## config.mk

```make
export PLATFORM = sky130hd
export DESIGN_NAME = quad_encoder_filter
export DESIGN_NICKNAME = d
export VERILOG_FILES = /design/src/rtl/quad_encoder_pkg.sv /design/src/rtl/quad_encoder_glitch_filter.sv /design/src/rtl/quad_encoder_filter.sv
export SDC_FILE = /design/constraint.sdc
export NUM_CORES = 1
export LEC_CHECK = 0
export CORE_ASPECT_RATIO = 0.9
export CORE_MARGIN = 3
export CORE_UTILIZATION = 40
export DETAILED_ROUTE_END_ITERATION = 16
export GPL_TIMING_DRIVEN = 0
export SETUP_SLACK_MARGIN = 0.1
export SLEW_MARGIN = 10
export SYNTH_ARGS = -nofsm -noshare
export SYNTH_HDL_FRONTEND = slang
export SYNTH_SLANG_ARGS = --single-unit
```

## constraint.sdc

```tcl
create_clock -name iCLK -period 6 [get_ports iCLK]
set_clock_uncertainty 0.05 [all_clocks]
set_input_delay 1.5 -clock iCLK [delete_from_list [all_inputs] [get_ports iCLK]]
set_output_delay 1.5 -clock iCLK [all_outputs]
set_load 0.02 [all_outputs]
```

## src/rtl/quad_encoder_pkg.sv

```systemverilog
// Shared constants for the quadrature encoder input conditioner:
// register addresses, counter-bank select and the reset threshold.
package quad_encoder_pkg;

    localparam int ADDR_THRESH    = 0;
    localparam int ADDR_FLAGS     = 1;
    localparam int DEFAULT_FILTER = 4;

    // The address MSB picks between control registers and the error counters
    typedef enum logic {
        BANK_CTRL    = 1'b0,
        BANK_ERR_CNT = 1'b1
    } bank_e;

endpackage

```

## src/rtl/quad_encoder_glitch_filter.sv

```systemverilog
// One encoder pin: 2-FF synchroniser followed by a counter that only lets a
// new level through once it has been stable for max(threshold,1) cycles.
module quad_encoder_glitch_filter #(
    parameter int pFILTER_BITS = 8
) (
    input  logic                    clk,
    input  logic                    rst_n,
    input  logic [pFILTER_BITS-1:0] threshold,
    input  logic                    async_in,
    output logic                    filt_out,
    output logic                    toggle
);

    logic                    sync1_q, sync1_d;
    logic                    sync2_q, sync2_d;
    logic                    out_q, out_d;
    logic [pFILTER_BITS-1:0] cnt_q, cnt_d;
    logic [pFILTER_BITS-1:0] limit;

    always_comb begin
        // Threshold 0 and 1 both mean "pass the first mismatching sample"
        limit   = (threshold == '0) ? '0 : threshold - 1'b1;
        sync1_d = async_in;
        sync2_d = sync1_q;
        out_d   = out_q;
        cnt_d   = cnt_q;
        if (sync2_q == out_q) begin
            cnt_d = '0;
        end else if (cnt_q >= limit) begin
            out_d = sync2_q;
            cnt_d = '0;
        end else if (cnt_q != '1) begin
            cnt_d = cnt_q + 1'b1;
        end
        toggle = (out_d != out_q);
    end

    always_ff @(posedge clk or negedge rst_n) begin
        if (!rst_n) begin
            sync1_q <= 1'b0;
            sync2_q <= 1'b0;
            out_q   <= 1'b0;
            cnt_q   <= '0;
        end else begin
            sync1_q <= sync1_d;
            sync2_q <= sync2_d;
            out_q   <= out_d;
            cnt_q   <= cnt_d;
        end
    end

    assign filt_out = out_q;

endmodule

```

## src/rtl/quad_encoder_filter.sv

```systemverilog
// Glitch-filters every A/B encoder pin, flags illegal quadrature steps where
// A and B change together, and exposes threshold/flags/counters on Avalon-MM.
module quad_encoder_filter
    import quad_encoder_pkg::*;
#(
    parameter int pENCODERS       = 2,
    parameter int pFILTER_BITS    = 8,
    parameter int pERR_BITS       = 16,
    parameter int pDEFAULT_FILTER = DEFAULT_FILTER
) (
    input  logic                           iCLK,
    input  logic                           iRESET_N,
    input  logic [$clog2(pENCODERS):0]     iAVL_ADDRESS,
    input  logic                           iAVL_READ,
    input  logic                           iAVL_WRITE,
    input  logic [31:0]                    iAVL_WRITE_DATA,
    output logic [31:0]                    oAVL_READ_DATA,
    input  logic [pENCODERS-1:0]           iENCODER_A,
    input  logic [pENCODERS-1:0]           iENCODER_B,
    output logic [pENCODERS-1:0]           oENCODER_A,
    output logic [pENCODERS-1:0]           oENCODER_B
);

    localparam int ADDR_W = $clog2(pENCODERS) + 1;
    localparam int IDX_W  = (ADDR_W > 1) ? ADDR_W - 1 : 1;

    logic [pFILTER_BITS-1:0] thresh_q, thresh_d;
    logic [pENCODERS-1:0]    flags_q, flags_d;
    logic [pERR_BITS-1:0]    err_cnt_q [pENCODERS];
    logic [pERR_BITS-1:0]    err_cnt_d [pENCODERS];
    logic [31:0]             rdata_q, rdata_d;

    logic [pENCODERS-1:0]    toggle_a, toggle_b, illegal;
    logic [pENCODERS-1:0]    clr_mask;
    logic [IDX_W-1:0]        low_addr;
    bank_e                   bank;
    logic                    ctrl_wr;
    logic                    cnt_clr;
    logic                    unused_wdata;

    for (genvar n = 0; n < pENCODERS; n++) begin : g_chan
        quad_encoder_glitch_filter #(.pFILTER_BITS(pFILTER_BITS)) u_filt_a (
            .clk       (iCLK),
            .rst_n     (iRESET_N),
            .threshold (thresh_q),
            .async_in  (iENCODER_A[n]),
            .filt_out  (oENCODER_A[n]),
            .toggle    (toggle_a[n])
        );
        quad_encoder_glitch_filter #(.pFILTER_BITS(pFILTER_BITS)) u_filt_b (
            .clk       (iCLK),
            .rst_n     (iRESET_N),
            .threshold (thresh_q),
            .async_in  (iENCODER_B[n]),
            .filt_out  (oENCODER_B[n]),
            .toggle    (toggle_b[n])
        );
    end

    assign illegal      = toggle_a & toggle_b;
    assign bank         = bank_e'(iAVL_ADDRESS[ADDR_W-1]);
    assign unused_wdata = ^iAVL_WRITE_DATA;

    if (ADDR_W > 1) begin : g_low_addr
        assign low_addr = iAVL_ADDRESS[ADDR_W-2:0];
    end else begin : g_no_low_addr
        assign low_addr = '0;
    end

    always_comb begin
        thresh_d  = thresh_q;
        err_cnt_d = err_cnt_q;
        rdata_d   = rdata_q;
        cnt_clr   = 1'b0;
        ctrl_wr   = iAVL_WRITE && (bank == BANK_CTRL);

        if (ctrl_wr && (32'(low_addr) == ADDR_THRESH)) begin
            thresh_d = iAVL_WRITE_DATA[pFILTER_BITS-1:0];
        end

        // A new error wins over a same-cycle write-1-to-clear
        clr_mask = (ctrl_wr && (32'(low_addr) == ADDR_FLAGS)) ?
                   iAVL_WRITE_DATA[pENCODERS-1:0] : '0;
        flags_d  = (flags_q & ~clr_mask) | illegal;

        for (int n = 0; n < pENCODERS; n++) begin
            cnt_clr = iAVL_WRITE && (bank == BANK_ERR_CNT) && (32'(low_addr) == n);
            if (illegal[n]) begin
                if (cnt_clr) begin
                    err_cnt_d[n] = pERR_BITS'(1);
                end else if (err_cnt_q[n] != '1) begin
                    err_cnt_d[n] = err_cnt_q[n] + 1'b1;
                end
            end else if (cnt_clr) begin
                err_cnt_d[n] = '0;
            end
        end

        // Reads sample the pre-write state so read+write returns the old value
        if (iAVL_READ) begin
            rdata_d = '0;
            if (bank == BANK_CTRL) begin
                if (32'(low_addr) == ADDR_THRESH) begin
                    rdata_d = 32'(thresh_q);
                end else if (32'(low_addr) == ADDR_FLAGS) begin
                    rdata_d = 32'(flags_q);
                end
            end else if (32'(low_addr) < pENCODERS) begin
                rdata_d = 32'(err_cnt_q[low_addr]);
            end
        end
    end

    always_ff @(posedge iCLK or negedge iRESET_N) begin
        if (!iRESET_N) begin
            thresh_q <= pFILTER_BITS'(pDEFAULT_FILTER);
            flags_q  <= '0;
            rdata_q  <= '0;
            for (int n = 0; n < pENCODERS; n++) begin
                err_cnt_q[n] <= '0;
            end
        end else begin
            thresh_q  <= thresh_d;
            flags_q   <= flags_d;
            rdata_q   <= rdata_d;
            err_cnt_q <= err_cnt_d;
        end
    end

    assign oAVL_READ_DATA = rdata_q;

endmodule

```

==> flow_summary.ini <==
[outcome]
outcome = finished, final reports clean

[worst_setup_path]
slowest_delay_ns = 0.49
timing.rr.end = err_cnt_q[16]$_DFFE_PN0P_
cp_slowest_cell = a2111oi_1
r2r_start = thresh_q[3]$_DFFE_PN0P_
rr_worst_depth = 13
cp-startpoint = thresh_q[3]$_DFFE_PN0P_
critPathArrivalTime_ns = 3.96
cp_max_fo = 10
crit_path_cell_trace = nor4_1 > nand2_1 > or3_1 > and2_1 > ha_1 > nand2b_1 > a2111oi_1 > o21ai_1 > nand3_2 > buf_6 > buf_2 > a21oi_1 > a31o_1
required_ns = 6.20
start_kind = register
crit_path_end = err_cnt_q[16]$_DFFE_PN0P_
setup.worst_path.class = register to register
r2r_slack_ns = 2.24
worstSetupEndpointType = register

[pwr]
totalPowerFinal_mw = 2.01
switching_share = 0.317
ir_worst_vdd_mv = 0.138
switching_power_mw = 0.638
powerDensity_mw_per_mm2 = 286
seqPwrFrac = 0.414
combPwrFrac = 0.258
power_leakage_nw = 3.22
p_int_mw = 1.37
clock_power_share = 0.328

[clock_tree]
insertion_delay_ns = 0.36
cts.sinks = 102
clk_pin_slew_ns = 0.07
cts_tree = yes
ctsLongestPathBuffers = 2
htree_num_levels = 3
holdBufCountCts = 0
cts_setup_buffers = 0
root_buffer = clkbuf_16
cts_resized = 0
cts_buffers = 9

[global_routing]
grt_max_degree = 76
antenna_found_initial = 0
grtUsageTotal = 0.184
grt_pass1_vias = 4748
grt_pass1_wl_um = 24200
grt_overflow = 0

[worst_hold_path]
hp-class = register to register

[placement]
hpwl_um = 10600
place.gp.congestion = 0.820
place_ws_ns = 2.25
port_buffers = 35

[sta]
finalCriticalPeriod_ns = 3.76
whs_ns = 0.299
final_hold_viol_count = 0
relSlewSlack = 0.531
worstMarginPinSlew_ns = 0.701
drv_slew = 0
max_freq_mhz = 266
post-route-period-util = 0.627
setup_ws_ns = 2.24
rsz0062_at_grt = false
setup_viol = 0
tns_ns = 0

[die]
die-width_um = 135
rows = 41
io-pin-count = 78
die-area_mm2 = 0.0166
die_h_um = 122
core_mm2 = 0.0144
initial_core_util = 0.420

[flow_run]
drv_cap = 0

[yosys]
synth_area_leader_cell = dfrtp_1
seq_area_frac_synth = 0.424
synth_cell_types = 65
netlist.area_leader.share = 0.419
synth_edf_count = 0
synth.avg_cell_area_um2 = 9.82
synth-seq-cells = 102
synthCells = 614
syn_area_mm2 = 0.00603
synth-main-ff-cell = dfrtp_1
yosysWarnings = 0
async_reset_ff_frac = 1.00
yosys-top-cells-area = dfrtp_1, ha_1, mux2_2

[route]
vias_per_cell = 5.57
dr.pass1.iters = 5
wl_um = 14400
antenna_left = 0
drtIter0Drc = 311
vias = 4870
wl_per_cell_um = 16.4
drcViolationCount = 0

[cells_and_area]
diodes = 0
nets = 757
drive_gt1_frac = 0.125
syn_to_final_growth_pct = 16.7
## flip-flops by register name, indices dropped and copies added (netlist names)
name                      cells
err_cnt_q                    32
flags_q                       2
g_chan.u_filt_a.sync2_q       2
oAVL_READ_DATA               16
g_chan.u_filt_b.cnt_q        16
g_chan.u_filt_a.filt_out      2
g_chan.u_filt_b.sync2_q       2
g_chan.u_filt_a.cnt_q        16
g_chan.u_filt_b.sync1_q       2
thresh_q                      8
g_chan.u_filt_b.filt_out      2
g_chan.u_filt_a.sync1_q       2
## metrics by stage
step / cells / area [um^2] / utilization
3_5_place_dp: 858 / 6710 / 0.467
6_report: 874 / 7040 / 0.490
2_1_floorplan: 629 / 6080 / -
5_1_grt: 874 / 7040 / 0.490
3_3_place_gp: 857 / 6680 / 0.465
4_1_cts: 874 / 7040 / 0.490
## critical path: cells and delay by family, from the launching register on
kind | cells | cell delay (ns)
AND/OR/NAND/NOR | 6 | 1.56
AO/OA/AOI/OAI | 4 | 0.94
flip-flops | 1 | 0.44
buffers and inverters | 2 | 0.38
adder cells (fa/ha/maj) | 1 | 0.29
## power by group through the flow
stage / clock [mW] / combinational [mW] / sequential (mW)
final: 0.659 / 0.519 / 0.832
after global routing: 0.705 / 0.593 / 0.843
after CTS: 0.675 / 0.527 / 0.832
after detailed placement: 0 / 0.523 / 0.845
after global placement: 0 / 0.499 / 0.841
after floorplan: 0 / 0.366 / 0.827
## cells by family after synthesis
group	count (synthesis)	share of synthesized area
xor gates and xnor gates	17	0.0247
adders and majority gates	39	0.0809
muxes	39	0.0726
other	1	0.000622
DFF	102	0.424
AOI/OAI and AO/OA	124	0.136
buffers and inverters	58	0.0523
and+or+nand+nor	234	0.209
## worst min path at each step
stage	startpoint	depth (start not counted)	endpoint	slack, ns
after floorplan	g_chan[0].u_filt_a.sync1_q$_DFF_PN0_	0	g_chan[0].u_filt_a.sync2_q$_DFF_PN0_	0.28
after global placement	g_chan[0].u_filt_b.sync1_q$_DFF_PN0_	0	g_chan[0].u_filt_b.sync2_q$_DFF_PN0_	0.28
after detailed placement	g_chan[0].u_filt_a.sync1_q$_DFF_PN0_	0	g_chan[0].u_filt_a.sync2_q$_DFF_PN0_	0.29
after CTS	g_chan[0].u_filt_a.sync1_q$_DFF_PN0_	0	g_chan[0].u_filt_a.sync2_q$_DFF_PN0_	0.30
after global routing	g_chan[1].u_filt_b.sync1_q$_DFF_PN0_	0	g_chan[1].u_filt_b.sync2_q$_DFF_PN0_	0.31
final	g_chan[0].u_filt_a.sync1_q$_DFF_PN0_	0	g_chan[0].u_filt_a.sync2_q$_DFF_PN0_	0.30
## synthesized netlist by cell type (3+ instances only)
cell,n
a211oi_1,4
a21o_1,6
a21oi_1,34
a22oi_1,6
a31oi_1,9
and2_1,5
and3_1,16
and4_1,4
and4b_1,3
buf_2,6
buf_4,22
clkbuf_1,12
dfrtp_1,101
ha_1,39
inv_1,16
mux2_2,18
mux2i_1,19
nand2_1,51
nand2b_1,17
nand3_1,27
nand3b_1,3
nand4_1,11
nand4b_1,4
nor2_1,49
nor3_1,12
nor3b_1,3
o21a_1,4
o21ai_0,26
o22ai_1,8
o31ai_1,6
or2_2,3
or3_1,6
or4_1,10
xnor2_1,9
xor2_1,8
## placed cells by master (no fill, tap or decap), types with 10 or more instances in the layout
master,n
nor2_1,49
o21ai_0,26
mux2i_1,19
nand2_1,51
nand2b_1,17
and3_1,16
nor3_1,12
conb_1,16
dfrtp_1,101
nand3_1,27
buf_4,22
clkbuf_1,12
inv_1,16
ha_1,39
clkdlybuf4s50_1,34
or4_1,10
a21oi_1,34
mux2_2,18
nand4_1,11
## layout make-up
type                       instances  area (um^2)
buffer                            42          255
clock buffer                      11          253
clock inverter                     5         78.8
fill                            1353         7330
inverter                          16         60.1
multi-input combinational        469         3220
sequential                       102         2550
tap                              193          241
timing repair buffer              36          379
## metal layers
layer	vias to the layer above	track usage	wire length, um
met5	-	0	0
met4	0	0.0466	174
met3	17	0.0459	592
met2	99	0.292	6770
met1	2413	0.253	6820
li1	2341	-	-
No activity file was read; power rests on OpenSTA's default activity.
==> edit (config.mk and constraints unchanged) <==
Take the reset off `rdata_q` and load it in a clocked block of its own.
--- a/src/rtl/quad_encoder_filter.sv
+++ b/src/rtl/quad_encoder_filter.sv
@@ -115,16 +115,18 @@
         if (!iRESET_N) begin
             thresh_q <= pFILTER_BITS'(pDEFAULT_FILTER);
             flags_q  <= '0;
-            rdata_q  <= '0;
             for (int n = 0; n < pENCODERS; n++) begin
                 err_cnt_q[n] <= '0;
             end
         end else begin
             thresh_q  <= thresh_d;
             flags_q   <= flags_d;
-            rdata_q   <= rdata_d;
             err_cnt_q <= err_cnt_d;
         end
+    end
+
+    always_ff @(posedge iCLK) begin
+        rdata_q <= rdata_d;
     end
 
     assign oAVL_READ_DATA = rdata_q;
Formal check against the unedited RTL: not equivalent (a bounded check fails within 4 cycles, from zero or initial values and one cycle with iRESET_N low).
==> edit against the unedited design <==
  * Hold slack improved by 0.0025 ns
  * Cell area decreased by 2.9%
  * Area after synthesis decreased by 2.4%
  * Largest cell class unchanged
  * Power decreased by 5.2%
  * Sequential cell count unchanged
  * Routed wire length decreased by 4.6%
  * Sequential share of layout area increased by 2.2 points
  * Critical endpoint is now err_cnt_q[29]
  * Setup slack got worse by 0.33 ns
==> edit: results <==
[status]
outcome = completed

[placement]
place_worst_setup_slack_ns = 1.97
buffer_ports.inserted = 36
gp_routability_congestion = 0.869
place_hpwl_um = 10200
placed_cells = 838

[clock_tree]
clk_latency_ns = 0.35
cts-buffers-inserted = 9
cts.clk_slew.worst_paths_ns = 0.07
clockRootBuffer = clkbuf_16
cts.repair.resized = 0
cts_setup_buffers = 0
cts_buffer_depth = 2
ctsHtreeMaxLevel = 3

[cells_and_area]
antennaDiodeCount = 0
fin_nets = 737
largest_register_ffs = 32
drive_gt1_share_pct = 9.68
filler_cell_count = 1362
max_flop_register = err_cnt_q

[global_route]
grt_util_all_layers_pct = 17.6
grt_pass1_wl_um = 22800
first_global_vias = 4433
largest_net_degree_at_the_start_of_global_routing = 64
grt_antenna_before_repair = 0
globalRoute.totalOverflow = 0

[logic_synthesis]
number_of_enable_flip_flop_cells_after_synthesis = 16
ys_types = 55
syn_area_per_cell_um2 = 9.92
synth_seq_area_share_pct = 44.8
synth.cells.most_frequent = 85 x dfrtp_1, 49 x nor2_1, 44 x nand2_1
ys_top_cells_by_area = dfrtp_1 36%, ha_1 8.3%, edfxtp_1 8.2%
synth_warnings = 0
ys_dominant_reg_cell = dfrtp_1
ys_async_sr_fraction_pct = 84.3
synth_most_common_cell = dfrtp_1

[pwr]
cellLeakagePower_nw = 2.93
power.ir.vdd_worst_mv = 0.153

[routing]
number_of_optimization_iterations_in_the_first_detailed_route_pass = 6
drc_marker_count_from_the_first_detailed_route_iteration = 346
route.detailed.wl_per_inst_um = 16.0
drt_wl_total_um = 13700
via_count = 4693

[worst_setup_path]
crit_path_largest_cell_delay_ns = 0.78
crit_fanout = 10
crit_path_top_delay_cell = o31ai_1
cp.arrival_ns = 4.26
critical-path-top-delay-family = simple AND/OR/NAND/NOR gates

[hold_path]
worstHoldPathType = reg2reg

[timing]
worst_max_slew_margin_expressed_relative_to_the_limit_pct = 35.9
edit: changes by cell type after synthesis, sizes merged, moves of 8 or more:
cell and change:
dfrtp -16, edfxtp +16, nand2b -10, nor2b +10
nor3 +8, or3 +11, or4 -8
edit: final cells by class:
class,instances,share of cell area (%)
multi-input combinational,457,44.3
sequential,102,38.5
timing repair buffer,37,5.64
clock buffer,12,3.61
tap,193,3.53
buffer,37,3.39
inverter,12,0.659
clock inverter,4,0.348
edit: path summary, 6_finish.rpt:
path	from	endpoint	slack [ns]	depth (start not counted)
max in group asynchronous	iRESET_N	g_chan[1].u_filt_b.cnt_q[2]	4.28	2
min in group asynchronous	iRESET_N	g_chan[0].u_filt_b.cnt_q[3]	1.00	1
hold reg to reg	g_chan[0].u_filt_a.sync1_q	g_chan[0].u_filt_a.sync2_q	0.30	0
setup reg to reg	thresh_q[3]	err_cnt_q[29]	1.91	13
setup / recovery	thresh_q[3]	err_cnt_q[29]	1.91	13
hold / removal	g_chan[0].u_filt_a.sync1_q	g_chan[0].u_filt_a.sync2_q	0.30	0
edit: power breakdown:
group | total, mW | switching (mW) | internal [mW]
Combinational | 0.512 | 0.283 | 0.229
Clock | 0.546 | 0.254 | 0.292
Sequential | 0.847 | 0.0781 | 0.769
edit: cell families after synthesis:
| group | Yosys count | synth area share [%] |
|---|---|---|
| AO/OA/AOI/OAI | 107 | 11.3 |
| XOR/XNOR | 21 | 3.13 |
| adder cells (fa/ha/maj) | 39 | 8.30 |
| buffers and inverters | 49 | 4.70 |
| flip-flops | 102 | 44.8 |
| multiplexers | 31 | 6.02 |
| other | 1 | 0.0638 |
| AND/OR/NAND/NOR | 243 | 21.7 |
edit: through the flow:
step                      hold slack (ns)  area (um2)
after floorplan                     0.281        5940
after global placement              0.285        6540
after detailed placement            0.285        6560
after CTS                           0.300        6830
after global routing                0.305        6830
final                               0.302        6830
edit: metal layers:
layer / track usage (%) / vias to the layer above / share of wire (%)
li1: - / 2275 / -
met1: 25.5 / 2286 / 49
met2: 26.7 / 116 / 45
met3: 3.52 / 16 / 4.8
met4: 5.40 / 0 / 1.6
met5: 0 / - / 0
